## src/rtl/seg_scan_mux.sv

```systemverilog
// ---------------------------------------------------------------------------
// seg_scan_mux
//
// Purpose:
//   Time-multiplexed 8-digit 7-segment driver for the chess clock. Scans the
//   four player-1 digits and four player-2 digits one at a time onto a shared
//   segment bus. A one-cycle blanking slot separates digits to suppress
//   ghosting. A player's digits blink while that player's overflow flag is
//   set.
//
// Parameters:
//   REFRESH_DIV : CE-qualified cycles per digit slot (>= 2)
//   BLINK_DIV   : full scan frames per blink half-period (>= 1)
//
// Ports:
//   CLK              in  1  system clock, rising edge
//   CLR              in  1  asynchronous active-low reset
//   CE               in  1  clock enable; all state advances only when high
//   seg0_0..seg0_3   in  7  player 1 segment codes (active-low)
//   seg1_0..seg1_3   in  7  player 2 segment codes (active-low)
//   OVERFLOW1        in  1  player 1 expired -> blink digits 0..3
//   OVERFLOW2        in  1  player 2 expired -> blink digits 4..7
//   SEG              out 7  shared segment bus, active-low, registered
//   DP               out 1  separator dot, active-low, registered
//   AN               out 8  digit enables, active-low, registered
// ---------------------------------------------------------------------------
module seg_scan_mux #(
   parameter int REFRESH_DIV = 1000,
   parameter int BLINK_DIV   = 64
) (
   input  logic       CLK,
   input  logic       CLR,
   input  logic       CE,
   input  logic [6:0] seg0_0,
   input  logic [6:0] seg0_1,
   input  logic [6:0] seg0_2,
   input  logic [6:0] seg0_3,
   input  logic [6:0] seg1_0,
   input  logic [6:0] seg1_1,
   input  logic [6:0] seg1_2,
   input  logic [6:0] seg1_3,
   input  logic       OVERFLOW1,
   input  logic       OVERFLOW2,
   output logic [6:0] SEG,
   output logic       DP,
   output logic [7:0] AN
);

   localparam int CNT_W = (REFRESH_DIV > 2) ? $clog2(REFRESH_DIV) : 1;
   localparam int FRM_W = (BLINK_DIV > 1) ? $clog2(BLINK_DIV) : 1;

   typedef enum logic {
      ST_BLANK = 1'b0,
      ST_SHOW  = 1'b1
   } state_t;

   state_t             r_state;
   state_t             w_state_next;
   logic [CNT_W-1:0]   r_cnt;
   logic [2:0]         r_idx;
   logic [2:0]         w_idx_next;
   logic [FRM_W-1:0]   r_frm;
   logic [FRM_W-1:0]   w_frm_next;
   logic               r_phase;
   logic               w_phase_next;
   logic [6:0]         r_seg;
   logic [6:0]         w_seg_next;
   logic               r_dp;
   logic               w_dp_next;
   logic [7:0]         r_an;
   logic [7:0]         w_an_next;

   logic               w_tick;
   logic [6:0]         w_codes [8];
   logic               w_ovf_sel;
   logic               w_dark;

   assign w_codes[0] = seg0_0;
   assign w_codes[1] = seg0_1;
   assign w_codes[2] = seg0_2;
   assign w_codes[3] = seg0_3;
   assign w_codes[4] = seg1_0;
   assign w_codes[5] = seg1_1;
   assign w_codes[6] = seg1_2;
   assign w_codes[7] = seg1_3;

   // End of a digit slot; the slot counter free-runs so BLANK always falls
   // on the last count of each R-cycle period.
   assign w_tick    = (r_cnt == CNT_W'(REFRESH_DIV - 1));

   // idx[2] splits the display into the player-1 and player-2 halves.
   assign w_ovf_sel = r_idx[2] ? OVERFLOW2 : OVERFLOW1;
   assign w_dark    = w_ovf_sel & r_phase;

   always_comb begin
      w_state_next = r_state;
      w_idx_next   = r_idx;
      w_frm_next   = r_frm;
      w_phase_next = r_phase;
      w_seg_next   = r_seg;
      w_dp_next    = r_dp;
      w_an_next    = r_an;

      case (r_state)
         ST_SHOW: begin
            if (w_tick) begin
               w_state_next = ST_BLANK;
               w_an_next    = 8'hFF;
               w_seg_next   = 7'h7F;
               w_dp_next    = 1'b1;
               w_idx_next   = r_idx + 3'd1;
               // Leaving the last digit closes a full frame.
               if (r_idx == 3'd7) begin
                  if (r_frm == FRM_W'(BLINK_DIV - 1)) begin
                     w_frm_next   = '0;
                     w_phase_next = ~r_phase;
                  end else begin
                     w_frm_next = r_frm + FRM_W'(1);
                  end
               end
            end
         end
         default: begin // ST_BLANK
            w_state_next = ST_SHOW;
            if (w_dark) begin
               // Blinked-off slot: digit and its dot stay dark.
               w_an_next  = 8'hFF;
               w_seg_next = 7'h7F;
               w_dp_next  = 1'b1;
            end else begin
               w_an_next  = ~(8'd1 << r_idx);
               w_seg_next = w_codes[r_idx];
               w_dp_next  = !((r_idx == 3'd1) || (r_idx == 3'd5));
            end
         end
      endcase
   end

   always_ff @(posedge CLK or negedge CLR) begin
      if (!CLR) begin
         r_state <= ST_BLANK;
         r_cnt   <= '0;
         r_idx   <= '0;
         r_frm   <= '0;
         r_phase <= 1'b0;
         r_seg   <= 7'h7F;
         r_dp    <= 1'b1;
         r_an    <= 8'hFF;
      end else if (CE) begin
         r_state <= w_state_next;
         r_cnt   <= w_tick ? '0 : r_cnt + CNT_W'(1);
         r_idx   <= w_idx_next;
         r_frm   <= w_frm_next;
         r_phase <= w_phase_next;
         r_seg   <= w_seg_next;
         r_dp    <= w_dp_next;
         r_an    <= w_an_next;
      end
   end

   assign SEG = r_seg;
   assign DP  = r_dp;
   assign AN  = r_an;

endmodule

```

## config.mk

```make
export PLATFORM = sky130hd
export DESIGN_NAME = seg_scan_mux
export DESIGN_NICKNAME = d
export VERILOG_FILES = /design/src/rtl/seg_scan_mux.sv
export SDC_FILE = /design/constraint.sdc
export NUM_CORES = 1
export LEC_CHECK = 0
export ABC_AREA = 1
export CORE_MARGIN = 2
export CORE_UTILIZATION = 24
export CTS_BUF_LIST = sky130_fd_sc_hd__clkbuf_8
export CTS_CLUSTER_DIAMETER = 30
export CTS_CLUSTER_SIZE = 10
export DETAILED_ROUTE_END_ITERATION = 6
export SLEW_MARGIN = 25
export SYNTH_ARGS = -nofsm -noshare
export SYNTH_HDL_FRONTEND = slang
export SYNTH_SLANG_ARGS = --single-unit
export TNS_END_PERCENT = 100
```

## constraint.sdc

```tcl
create_clock -name CLK -period 1.4 [get_ports CLK]
set_clock_uncertainty 0.1 [all_clocks]
set_input_delay 0.21 -clock CLK [delete_from_list [all_inputs] [get_ports CLK]]
set_output_delay 0.21 -clock CLK [all_outputs]
set_load 0.02 [all_outputs]
```

# Word level (Yosys, flattened, before mapping)
# Cells that the tools add are included.
# word_totals
register_bits,37
latchBits,0
mem_bits_rw,0
mem_bits_ro,0
inputBits,61
output_inout_bits,16
elab_cells,46
memories,0
# classes
add_sub_neg,3
mul,0
div,0
magnitude_cmp,1
eq_ne,6
n_shift,1
mux,17
bitwise,4
reduce_logical,6
# op_table
operator,count
$mux W7,5
$mux W8,3
$bmux W7 S3,1
$add A10 B1 Y10 const B,1
$eq A10 B10 Y1 const B,1
$mux W10,1
$not A8 Y8,1
$shl A1 B3 Y8 const A,1
$add A6 B1 Y6 const B,1
$eq A3 B3 Y1 const B,2
$eq A6 B6 Y1 const B,1
$mux W1,6
$mux W6,1
$reduce_and A5 Y1,1
$ge A4 B4 Y1 const B,1
$not A3 Y4,1
$reduce_and A4 Y1,1
$add A3 B1 Y3 const B,1
$eq A3 B1 Y1 const B,1
$reduce_and A3 Y1,1
$ne A2 B1 Y1 const B,1
$reduce_and A2 Y1,1
$and A1 B1 Y1,1
$logic_not A1 Y1,1
other kinds (2),2

# Longest topological paths before layout
# logic_depth
depth_word,6
mapped_depth,8
mapped_depth_nobuf,8

# Least setup slack after synthesis
# No wires, ideal clock.
# synth_path
path_type,reg-to-reg
start,register r_cnt[0]
end,register r_state
setup_time_ns,0.126
t_arrival_ns,1.148
required_ns,1.174
setup_slack_ns,0.025
stages_incl_launch_ff,8
n_path_buf,1
period_less_slack_ns,1.375
cell_sequence,dfrtp_1 > ha_1 > nand2_1 > nor2_2 > nand4_2 > buf_6 > inv_1 > o21ai_1
# synth_between
elab_chain_len,3
# synth_lines
element,line,text
from (decl),59,logic [CNT_W-1:0] r_cnt;
from (signal assigned),151,r_cnt <= w_tick ? '0 : r_cnt + CNT_W'(1);
$eq A10 B10 Y1,89,assign w_tick = (r_cnt == CNT_W'(REFRESH_DIV - 1));
$mux W1,106,if (w_tick) begin
$mux W1,104,case (r_state)
to (signal assigned),150,r_state <= w_state_next;
to (decl),57,state_t r_state;
# Every way passes these cells.
# A chain may end at the register's enable or synchronous reset.

# Worst setup path in the final report
# layout_path
start,register r_cnt[0]
end,register r_phase
# layout_between
elab_chain_len,2
# layout_lines
element,line,text
$eq A10 B10 Y1,89,
$reduce_and A5 Y1 (no line),n/a,
to (signal assigned),154,r_phase <= w_phase_next;
to (decl),64,logic r_phase;
# Every way passes these cells.

==> flow_summary.json <==
{
  "outcome": "complete, but fails checks",
  "violations": "setup timing",
  "async_reset_ff_share_pct": 100,
  "synth_edf_count": 0,
  "final_common_cell": "nand2_1",
  "min_path_type": "in -> async",
  "synth_fa_ha_area_share_pct": 3.96,
  "antenna_found_initial": 0,
  "cts_buffers": 5,
  "syn_inst": 356,
  "reg2regPathDepth": 9,
  "h-tree-depth": 2,
  "syn_area_sq_mm": 0.00252,
  "synth-simple-area-share_pct": 44.6,
  "fillCellCount": 1086,
  "die-height_um": 107,
  "synthMuxAreaShare_pct": 0,
  "num_rows": 37,
  "path_class": "reg -> reg",
  "use_met1_pct": 16.9,
  "setup_tns_ps": -2340,
  "synth_xor_area_share_pct": 2.08,
  "rsz0062_at_grt": "true",
  "yosysUniqueCellTypes": 30,
  "slew_viol_final": 0,
  "vias": 2672,
  "dr.pass1.iters": 5,
  "fin_crit_sh_pct": 108,
  "critPathLaunchType": "register",
  "ir_drop_mv": 0.560,
  "dieArea_sq_mm": 0.0114,
  "intPower_mw": 2.04,
  "ant_nets": 0,
  "grt_pass1_wl_um": 12500,
  "synth_top_family_by_area": "simple AND/OR/NAND/NOR gates",
  "end_kind": "register",
  "grt_use_total_pct": 13.5,
  "wl_per_cell_um": 12.8,
  "hold_viol": 0,
  "yosys_register_bits": 37,
  "met2_usage_pct": 23.7,
  "antenna-diode-count": 0,
  "areaGrowthSynthToFinish_pct": 57.3,
  "coreArea_sq_mm": 0.0103,
  "post-route-drc-count": 0,
  "fin_cells": 606,
  "grt_overflow": 0,
  "total_power_mw": 3.05,
  "max_freq_mhz": 660,
  "start_util_pct": 24.6,
  "clkTransAtPathRegs_ps": 80,
  "final.setup.worst_slack_ps": -115,
  "clkPwrFrac_pct": 25.3,
  "met3_usage_pct": 2.80,
  "nets": 538,
  "dp_cells": 589,
  "grt_pass1_vias": 2625,
  "dieWidth_um": 107,
  "syn_area_per_cell_sq_um": 7.09,
  "worst_pin_slew_ps": 323,
  "grt_max_degree": 38,
  "port_buffers": 76,
  "seq_area_frac_synth_pct": 37.5,
  "seqPwrFrac_pct": 41.7,
  "setup_viol": 32,
  "required_ps": 1540,
  "cp_max_fo": 4,
  "leakage_nw": 1.96,
  "root_buffer": "clkbuf_8",
  "worst-endpoint-arrival_ps": 1660,
  "io_pins": 77,
  "finalWeightedCongestion": 0.848,
  "viasPerCell": 4.41,
  "power_per_cell_area_mw_per_mm2": 767,
  "yosys_warnings": 0,
  "relSlewSlack_pct": 78.5,
  "fin_crit_ps": 1510,
  "power_switching_mw": 1.00,
  "hpwlAfterDp_um": 5400,
  "p_sw_share_pct": 32.9,
  "ys.flop_type": "dfrtp_1",
  "syn-num-nets": 425,
  "layout-drive-gt1-share_pct": 26.8,
  "cts_tree": "built",
  "cap_viol_max_count": 0,
  "drt_first_iter_violations": 119,
  "clock-sinks": 37,
  "clk_path_buf_depth": 2,
  "synth_compound_area_share_pct": 3.52,
  "holdWs_ps": 184,
  "drt_wl_total_um": 7730,
  "final_cell_mix": "nand2_1, nand3_1, clkdlybuf4s50_1, buf_4, inv_1",
  "clock_latency_ps": 300,
  "comb_power_share_pct": 33.0,
  "busiest_layer": "met2"
}
-- worst paths after layout --
kind / startpoint / endpoint / slack, ps
min reg2reg: AN[0] / AN[0] / 390
min in group CLK: AN[0] / AN[0] / 390
min: CLR / r_idx[2] / 180
max in group asynchronous: CLR / AN[3] / 760
max reg2reg: r_cnt[0] / r_phase / -110
max: r_cnt[0] / r_phase / -110
-- cell type report --
cell class / instances / area [sq um] / area share (%)
clock buffer: 5 / 68.8 / 1.73
sequential: 37 / 947 / 23.9
multi-input combinational: 272 / 1530 / 38.6
timing repair buffer: 118 / 1100 / 27.6
inverter: 35 / 134 / 3.37
clock inverter: 3 / 21.3 / 0.536
tap: 136 / 170 / 4.28
-- power by group through the flow --
stage                     combinational (mW)  sequential, mW  clock [mW]
after floorplan                        0.324            1.28           0
after global placement                 0.798            1.26           0
after detailed placement               0.809            1.26           0
after CTS                              0.895            1.25       0.797
after global routing                    1.10            1.28       0.843
final                                   1.01            1.27       0.770
-- what timing repair did --
action	4_1_cts	5_1_grt
gates resized for setup	81	26
setup buffers	3	4
pin swaps	11	8
setup endpoints to repair	47	36
gates cloned	1	2
hold buffers	0	0
-- synthesized netlist by cell type, types with 2 or more instances --
master	number	area, sq um
nor3_1	2	10.0
ha_1	8	100
a21oi_1	4	20.0
dfrtp_1	21	526
nand3b_1	7	52.6
nor2_2	6	37.5
xor2_1	6	52.6
nand4_1	4	25.0
nor3_2	3	30.0
buf_4	4	30.0
inv_2	5	18.8
nor2_1	15	56.3
inv_1	30	113
o21ai_0	2	10.0
nand3_1	72	360
nand2_1	128	480
nand4_2	2	25.0
buf_2	7	35.0
o21ai_1	3	15.0
dfstp_2	16	420
nand2_2	2	12.5
-- registers in the layout, summed over array words and instances (netlist names) --
register,cells
AN,8
DP,1
SEG,7
r_cnt,10
r_frm,6
r_idx,3
r_phase,1
r_state,1
-- cells by family (layout without fill, tap and decap cells) --
| group | count (synthesis) | in the layout |
|---|---|---|
| flip-flops | 37 | 37 |
| adder cells (fa/ha/maj) | 8 | 8 |
| AO/OA/AOI/OAI | 13 | 13 |
| AND/OR/NAND/NOR | 244 | 245 |
| buffers and inverters | 48 | 161 |
| XOR/XNOR | 6 | 6 |
-- per-stage QoR --
| stage | worst slack (ps) | util (%) | instance area [sq um] |
|---|---|---|---|
| after global routing | -194 | 38.6 | 3970 |
| final | -115 | 38.6 | 3970 |
| after floorplan | 25.5 | - | 2520 |
| after detailed placement | -299 | 35.8 | 3680 |
| after global placement | -280 | 35.8 | 3680 |
| after CTS | -75.9 | 37.2 | 3820 |
-- critical path, cell delays in order (launching register included) --
cell     delay (ps)
dfrtp_1         410
ha_4            180
nand2_2          70
nor2_4          110
buf_4           130
buf_6            90
nand4_4         100
nor2_2          140
nand3_1          70
nand2_1          70
-- metal layers --
layer,vias to the layer above,routed length [um]
met1,1226,3310
met2,68,3860
li1,1372,-
met5,-,0
met4,0,84
met3,6,467
No activity file was read; power rests on OpenSTA's default activity.
